[src/rtl/scr1_dmem_sram_bridge_pkg.sv]
// rtl/scr1_dmem_sram_bridge_pkg.sv - shared memory-interface encodings and bridge state codes
package scr1_dmem_sram_bridge_pkg;

    localparam logic       SCR1_MEM_CMD_RD         = 1'b0;
    localparam logic       SCR1_MEM_CMD_WR         = 1'b1;

    localparam logic [1:0] SCR1_MEM_WIDTH_BYTE     = 2'b00;
    localparam logic [1:0] SCR1_MEM_WIDTH_HWORD    = 2'b01;
    localparam logic [1:0] SCR1_MEM_WIDTH_WORD     = 2'b10;

    localparam logic [1:0] SCR1_MEM_RESP_NOTRDY    = 2'b00;
    localparam logic [1:0] SCR1_MEM_RESP_RDY_OK    = 2'b01;
    localparam logic [1:0] SCR1_MEM_RESP_RDY_ER    = 2'b10;

    localparam logic [2:0] ST_IDLE     = 3'd0;
    localparam logic [2:0] ST_RD       = 3'd1;
    localparam logic [2:0] ST_RD_WAIT  = 3'd2;
    localparam logic [2:0] ST_RMW_RD   = 3'd3;
    localparam logic [2:0] ST_RMW_WAIT = 3'd4;
    localparam logic [2:0] ST_RMW_WR   = 3'd5;
    localparam logic [2:0] ST_WR       = 3'd6;

    // Illegal width or an access not aligned to its own size.
    function automatic logic width_addr_bad(input logic [1:0] width, input logic [1:0] lsb);
        case (width)
            SCR1_MEM_WIDTH_BYTE:  width_addr_bad = 1'b0;
            SCR1_MEM_WIDTH_HWORD: width_addr_bad = lsb[0];
            SCR1_MEM_WIDTH_WORD:  width_addr_bad = |lsb;
            default:              width_addr_bad = 1'b1;
        endcase
    endfunction

endpackage

[src/rtl/scr1_dmem_sram_bridge_if.sv]
// rtl/scr1_dmem_sram_bridge_if.sv - SCR1 pipe data-memory request/response bundle
interface scr1_dmem_sram_bridge_if;

    logic        dmem_req_i;
    logic        dmem_cmd_i;
    logic [1:0]  dmem_width_i;
    logic [31:0] dmem_addr_i;
    logic [31:0] dmem_wdata_i;
    logic        dmem_req_ack_o;
    logic [31:0] dmem_rdata_o;
    logic [1:0]  dmem_resp_o;

    modport master (
        output dmem_req_i, dmem_cmd_i, dmem_width_i, dmem_addr_i, dmem_wdata_i,
        input  dmem_req_ack_o, dmem_rdata_o, dmem_resp_o
    );

    modport slave (
        input  dmem_req_i, dmem_cmd_i, dmem_width_i, dmem_addr_i, dmem_wdata_i,
        output dmem_req_ack_o, dmem_rdata_o, dmem_resp_o
    );

endinterface

[src/rtl/scr1_dmem_lane_merge.sv]
// rtl/scr1_dmem_lane_merge.sv - merges right-aligned store data into an old word for byte-maskless memories
module scr1_dmem_lane_merge
    import scr1_dmem_sram_bridge_pkg::*;
(
    input  logic [31:0] old_word_i,
    input  logic [31:0] wdata_i,
    input  logic [1:0]  width_i,
    input  logic [1:0]  offset_i,
    output logic [31:0] merged_word_o
);

    always_comb begin
        merged_word_o = old_word_i;
        case (width_i)
            SCR1_MEM_WIDTH_BYTE:  merged_word_o[{offset_i, 3'b000} +: 8]     = wdata_i[7:0];
            SCR1_MEM_WIDTH_HWORD: merged_word_o[{offset_i[1], 4'b0000} +: 16] = wdata_i[15:0];
            SCR1_MEM_WIDTH_WORD:  merged_word_o = wdata_i;
            default:              merged_word_o = old_word_i;
        endcase
    end

endmodule

[src/rtl/scr1_dmem_sram_bridge.sv]
// rtl/scr1_dmem_sram_bridge.sv - SCR1 dmem port to single-port SRAM bridge with read-modify-write for sub-word stores
module scr1_dmem_sram_bridge
    import scr1_dmem_sram_bridge_pkg::*;
#(
    parameter int          SRAM_AW   = 10,
    parameter logic [31:0] BASE_ADDR = 32'h0000_0000
)(
    input  logic                 clk,
    input  logic                 rst,
    scr1_dmem_sram_bridge_if.slave dmem,
    output logic                 sram_csb0_o,
    output logic                 sram_web0_o,
    output logic [SRAM_AW-1:0]   sram_addr0_o,
    output logic [31:0]          sram_din0_o,
    input  logic [31:0]          sram_dout0_i
);

    logic [2:0]         state_q,    state_d;
    logic [1:0]         width_q,    width_d;
    logic [SRAM_AW+1:0] addr_q,     addr_d;
    logic [31:0]        wdata_q,    wdata_d;
    logic [31:0]        old_word_q, old_word_d;
    logic [1:0]         resp_q,     resp_d;
    logic [31:0]        rdata_q,    rdata_d;

    logic        req_err;
    logic [31:0] merged_word;

    assign req_err = (dmem.dmem_addr_i[31:SRAM_AW+2] != BASE_ADDR[31:SRAM_AW+2])
                   || width_addr_bad(dmem.dmem_width_i, dmem.dmem_addr_i[1:0]);

    scr1_dmem_lane_merge u_lane_merge (
        .old_word_i    (old_word_q),
        .wdata_i       (wdata_q),
        .width_i       (width_q),
        .offset_i      (addr_q[1:0]),
        .merged_word_o (merged_word)
    );

    always_comb begin
        state_d    = state_q;
        width_d    = width_q;
        addr_d     = addr_q;
        wdata_d    = wdata_q;
        old_word_d = old_word_q;
        resp_d     = SCR1_MEM_RESP_NOTRDY;
        rdata_d    = rdata_q;
        case (state_q)
            ST_IDLE: begin
                if (dmem.dmem_req_i) begin
                    // Rejected requests never leave IDLE and never touch the SRAM bus.
                    if (req_err) begin
                        resp_d = SCR1_MEM_RESP_RDY_ER;
                    end else begin
                        width_d = dmem.dmem_width_i;
                        addr_d  = dmem.dmem_addr_i[SRAM_AW+1:0];
                        wdata_d = dmem.dmem_wdata_i;
                        if (dmem.dmem_cmd_i == SCR1_MEM_CMD_RD)
                            state_d = ST_RD;
                        else if (dmem.dmem_width_i == SCR1_MEM_WIDTH_WORD)
                            state_d = ST_WR;
                        else
                            state_d = ST_RMW_RD;
                    end
                end
            end
            ST_RD:       state_d = ST_RD_WAIT;
            ST_RD_WAIT: begin
                rdata_d = sram_dout0_i;
                resp_d  = SCR1_MEM_RESP_RDY_OK;
                state_d = ST_IDLE;
            end
            ST_RMW_RD:   state_d = ST_RMW_WAIT;
            ST_RMW_WAIT: begin
                old_word_d = sram_dout0_i;
                state_d    = ST_RMW_WR;
            end
            ST_RMW_WR, ST_WR: begin
                resp_d  = SCR1_MEM_RESP_RDY_OK;
                state_d = ST_IDLE;
            end
            default:     state_d = ST_IDLE;
        endcase
    end

    always_ff @(posedge clk or posedge rst) begin
        if (rst) begin
            state_q    <= ST_IDLE;
            width_q    <= SCR1_MEM_WIDTH_BYTE;
            addr_q     <= '0;
            wdata_q    <= '0;
            old_word_q <= '0;
            resp_q     <= SCR1_MEM_RESP_NOTRDY;
            rdata_q    <= '0;
        end else begin
            state_q    <= state_d;
            width_q    <= width_d;
            addr_q     <= addr_d;
            wdata_q    <= wdata_d;
            old_word_q <= old_word_d;
            resp_q     <= resp_d;
            rdata_q    <= rdata_d;
        end
    end

    // SRAM strobes decode straight from state, so an async reset drops any pending write at once.
    always_comb begin
        sram_csb0_o = 1'b1;
        sram_web0_o = 1'b1;
        case (state_q)
            ST_RD, ST_RMW_RD: sram_csb0_o = 1'b0;
            ST_WR, ST_RMW_WR: begin
                sram_csb0_o = 1'b0;
                sram_web0_o = 1'b0;
            end
            default: ;
        endcase
    end

    assign sram_addr0_o = addr_q[SRAM_AW+1:2];
    assign sram_din0_o  = (state_q == ST_RMW_WR) ? merged_word : wdata_q;

    assign dmem.dmem_req_ack_o = (state_q == ST_IDLE);
    assign dmem.dmem_resp_o    = resp_q;
    assign dmem.dmem_rdata_o   = rdata_q;

endmodule
[src/flat_wrapper.sv]
// flat-port wrapper written by rule: the top's interface ports become plain ports
module scr1_dmem_sram_bridge_flat import scr1_dmem_sram_bridge_pkg::*;
#(
    parameter int          SRAM_AW   = 10,
    parameter logic [31:0] BASE_ADDR = 32'h0000_0000
)
  (clk, rst, sram_csb0_o, sram_web0_o, sram_addr0_o, sram_din0_o, sram_dout0_i, dmem_dmem_req_i, dmem_dmem_cmd_i, dmem_dmem_width_i, dmem_dmem_addr_i, dmem_dmem_wdata_i, dmem_dmem_req_ack_o, dmem_dmem_rdata_o, dmem_dmem_resp_o);
  scr1_dmem_sram_bridge_if dmem_i ();
  input  logic clk;
  input  logic rst;
  output logic sram_csb0_o;
  output logic sram_web0_o;
  output logic [SRAM_AW-1:0] sram_addr0_o;
  output logic [31:0] sram_din0_o;
  input  logic [31:0] sram_dout0_i;
  input wire logic [$bits(dmem_i.dmem_req_i)-1:0] dmem_dmem_req_i;
  input wire logic [$bits(dmem_i.dmem_cmd_i)-1:0] dmem_dmem_cmd_i;
  input wire logic [$bits(dmem_i.dmem_width_i)-1:0] dmem_dmem_width_i;
  input wire logic [$bits(dmem_i.dmem_addr_i)-1:0] dmem_dmem_addr_i;
  input wire logic [$bits(dmem_i.dmem_wdata_i)-1:0] dmem_dmem_wdata_i;
  output wire logic [$bits(dmem_i.dmem_req_ack_o)-1:0] dmem_dmem_req_ack_o;
  output wire logic [$bits(dmem_i.dmem_rdata_o)-1:0] dmem_dmem_rdata_o;
  output wire logic [$bits(dmem_i.dmem_resp_o)-1:0] dmem_dmem_resp_o;
  assign dmem_i.dmem_req_i = dmem_dmem_req_i;
  assign dmem_i.dmem_cmd_i = dmem_dmem_cmd_i;
  assign dmem_i.dmem_width_i = dmem_dmem_width_i;
  assign dmem_i.dmem_addr_i = dmem_dmem_addr_i;
  assign dmem_i.dmem_wdata_i = dmem_dmem_wdata_i;
  assign dmem_dmem_req_ack_o = dmem_i.dmem_req_ack_o;
  assign dmem_dmem_rdata_o = dmem_i.dmem_rdata_o;
  assign dmem_dmem_resp_o = dmem_i.dmem_resp_o;
  scr1_dmem_sram_bridge #(.SRAM_AW(SRAM_AW), .BASE_ADDR(BASE_ADDR)) u_core (.clk(clk), .rst(rst), .dmem(dmem_i), .sram_csb0_o(sram_csb0_o), .sram_web0_o(sram_web0_o), .sram_addr0_o(sram_addr0_o), .sram_din0_o(sram_din0_o), .sram_dout0_i(sram_dout0_i));
endmodule
[config.mk]
export PLATFORM = sky130hd
export DESIGN_NAME = scr1_dmem_sram_bridge_flat
export DESIGN_NICKNAME = d
export VERILOG_FILES = /design/src/rtl/scr1_dmem_sram_bridge_pkg.sv /design/src/rtl/scr1_dmem_sram_bridge_if.sv /design/src/rtl/scr1_dmem_lane_merge.sv /design/src/rtl/scr1_dmem_sram_bridge.sv /design/src/flat_wrapper.sv
export SDC_FILE = /design/constraint.sdc
export NUM_CORES = 1
export LEC_CHECK = 0
export CAP_MARGIN = 30
export CORE_AREA = 3 3 175 126
export DETAILED_ROUTE_END_ITERATION = 10
export DIE_AREA = 0 0 178 129
export DONT_BUFFER_PORTS = 1
export GPL_ROUTABILITY_DRIVEN = 0
export MAX_ROUTING_LAYER = met4
export PLACE_DENSITY = 0.52
export SLEW_MARGIN = 20
export SYNTH_ARGS = -nofsm -noshare
export SYNTH_HDL_FRONTEND = slang
export SYNTH_SLANG_ARGS = --single-unit
export TNS_END_PERCENT = 10
[constraint.sdc]
create_clock -name clk -period 10.45 [get_ports clk]
set_clock_uncertainty 0.05 [all_clocks]
set_input_delay 1.045 -clock clk [delete_from_list [all_inputs] [get_ports clk]]
set_output_delay 1.045 -clock clk [all_outputs]
set_load 0.1 [all_outputs]
==> metrics.yaml <==
outcome: "complete, no violations"
io_pins: 181
hold_slack_ns: 0.458
async_reset_ff_share_pct: 100
dr_wl_met2_mm: 7.92
peakVddDrop_uv: 82.1
synthDistinctLibCells: 51
slew_headroom_pct: 32.7
share_seq_of_total_power_pct: 44.5
fin_crit_sh_pct: 43.8
grt_use_total_pct: 16.0
mostFrequentLayoutCells: "dfrtp_1 (115), mux2_2 (71), nand2_1 (43)"
critPathLaunchType: "flop"
criticalPathCategory: "flop to primary output"
htree_levels: 4
clock_path_buffers: 2
insertion_delay_ns: 0.41
crit_path_end_kind: "primary output"
synth_area_sq_mm: 0.00608
viasPerCell: 5.26
final_common_cell: "dfrtp_1"
fill_cells: 1987
worst_slew_pin_slew_ns: 1.01
drt-total-wl_mm: 17.7
pwr_density_cell_mw_per_mm2: 140
max_freq_mhz: 218
fp.dieH_um: 129
required_ns: 9.36
postCtsResizedCells: 0
synth_nets: 625
yosys_warnings: 0
clkPwrFrac_pct: 53.1
wl_per_cell_um: 21.9
start_util_pct: 29.6
maxUsedRoutingLayer: "met4"
cellLeakagePower_uw: 0.00331
num_vias: 4258
hold_viol_final: 0
wl_met3_mm: 1.58
ys.flop_type: "dfrtp_1"
rows: 44
drv_slew: 0
dieArea_sq_mm: 0.0230
switching_share_pct: 22.2
grt_max_degree: 65
clk_pin_slew_ns: 0.05
synth_cells: 518
root_buffer: "clkbuf_16"
syn_to_final_growth_pct: 21.5
ys_ff_latch: 115
finalSetupViolations: 0
antenna_found_initial: 0
io_buffers: 0
cts_sinks: 115
cts_buffers: 17
antenna_left: 0
fin_setup_tns_ns: 0
p_comb_share_pct: 2.4
hold_class: "flop to flop"
grt_pass1_wl_mm: 26.7
maxCapViolCount: 0
postCtsHoldBufs: 0
syn_avg_cell_area_sq_um: 11.7
post-route-min-period_ns: 4.58
fin_nets: 630
overflow: 0
dr.first_iter.drc_count: 350
power.internal_uw: 803
rsz0062_at_grt: "no"
p_switching_uw: 229
worst-endpoint-arrival_ns: 3.49
wl_met1_mm: 8.08
coreArea_sq_mm: 0.0205
synth_edf_count: 0
dpl.hpwl_mm: 12.8
drc: 0
seq_area_frac_synth_pct: 47.3
firstDrtPassIters: 5
fp.dieW_um: 178
n_antenna_cell: 0
cp_max_fo: 8
cts_tree: "built"
grt_pass1_vias: 4459
post_cts_buffers: 0
drive_gt1_share_pct: 36.5
path summary, 6_finish.rpt:
check,startpoint,slack (ns),cells past startpoint,endpoint
setup reg to reg,u_core.state_q[0],8.24,4,u_core.addr_q[10]
min in group asynchronous,rst,0.48,1,u_core.addr_q[5]
max in group asynchronous,rst,8.63,2,u_core.addr_q[1]
setup / recovery,u_core.addr_q[0],5.87,6,sram_din0_o[13]
hold / removal,u_core.old_word_q[1],0.46,1,u_core.old_word_q[1]
hold reg to reg,u_core.old_word_q[1],0.46,1,u_core.old_word_q[1]
sequential cells by signal, summed over array words and instances, names as in the netlist:
| name | cells |
|---|---|
| u_core.dmem.dmem_rdata_o | 32 |
| u_core.width_q | 2 |
| u_core.dmem.dmem_resp_o | 2 |
| u_core.wdata_q | 32 |
| u_core.old_word_q | 32 |
| u_core.state_q | 3 |
| u_core.addr_q | 12 |
power groups by stage:
stage,Clock (uW),Sequential [uW],Combinational (uW)
6_report,548,460,24.7
5_1_grt,585,460,28.5
4_1_cts,563,460,25.6
2_1_floorplan,0,465,19.4
3_5_place_dp,0,467,25.5
3_3_place_gp,0,467,24.6
per-layer routing:
| metal | global-route usage, % | vias to the layer above |
|---|---|---|
| met1 | 21.3 | 2155 |
| met2 | 23.1 | 209 |
| met5 | - | - |
| li1 | - | 1881 |
| met3 | 5.10 | 13 |
| met4 | 4.94 | 0 |
metrics by stage:
| step | util [%] | total power [uW] | setup slack (ns) | instance area (sq um) | instances |
|---|---|---|---|---|---|
| 2_1_floorplan | - | 484 | 4.94 | 6080 | 518 |
| 3_3_place_gp | 31.0 | 492 | 6.19 | 6370 | 761 |
| 3_5_place_dp | 33.2 | 493 | 6.30 | 6810 | 779 |
| 4_1_cts | 35.9 | 1050 | 5.85 | 7370 | 809 |
| 5_1_grt | 36.0 | 1070 | 5.69 | 7390 | 810 |
| 6_report | 36.0 | 1030 | 5.87 | 7390 | 810 |
worst max-delay path: stages (launching register included):
cell and delay, ns:
dfrtp_1 0.50, inv_1 0.14, ha_1 0.26, or3b_2 0.55
nor4_2 0.60, and3_1 0.24, a221o_1 0.78
cells in the mapped netlist (2+ instances only):
cell,number,area share [%]
buf_2,5,0.41
buf_6,4,0.74
dfrtp_1,115,47
clkbuf_1,24,1.5
mux2i_1,14,2.3
nand4_1,3,0.31
and3_1,2,0.21
a22o_1,8,1.2
a22oi_1,14,1.7
nor2b_1,4,0.41
ha_1,5,1.0
xor2_1,2,0.29
or4_1,2,0.25
buf_4,10,1.2
mux2_4,40,9.9
a221oi_1,6,0.86
or3_1,2,0.21
a21oi_1,21,1.7
nor2_1,6,0.37
nand2_1,43,2.7
nor3b_1,10,1.2
nor4_1,6,0.62
nand3_1,7,0.58
o21ai_0,44,3.6
mux2_2,71,13
inv_1,5,0.31
nand2b_1,17,1.7
nor3_1,3,0.25
and2_1,3,0.31
final cells by class:
cell class | count | area [sq um] | share of cell area [%]
tap | 276 | 345 | 4.68
timing repair buffer | 29 | 561 | 7.59
multi-input combinational | 355 | 3030 | 41.0
clock inverter | 9 | 82.6 | 1.12
sequential | 115 | 2880 | 39.0
clock buffer | 21 | 470 | 6.37
inverter | 5 | 23.8 | 0.322
logic make-up after synthesis:
kind of cell / synth area share (%)
AND/OR/NAND/NOR: 11.1
XOR/XNOR: 0.288
adder cells (fa/ha/maj): 1.03
flip-flops: 47.3
buffers and inverters: 4.18
multiplexers: 25.3
AO/OA/AOI/OAI: 10.7
Note: power is estimated with default switching activity, not from simulation.
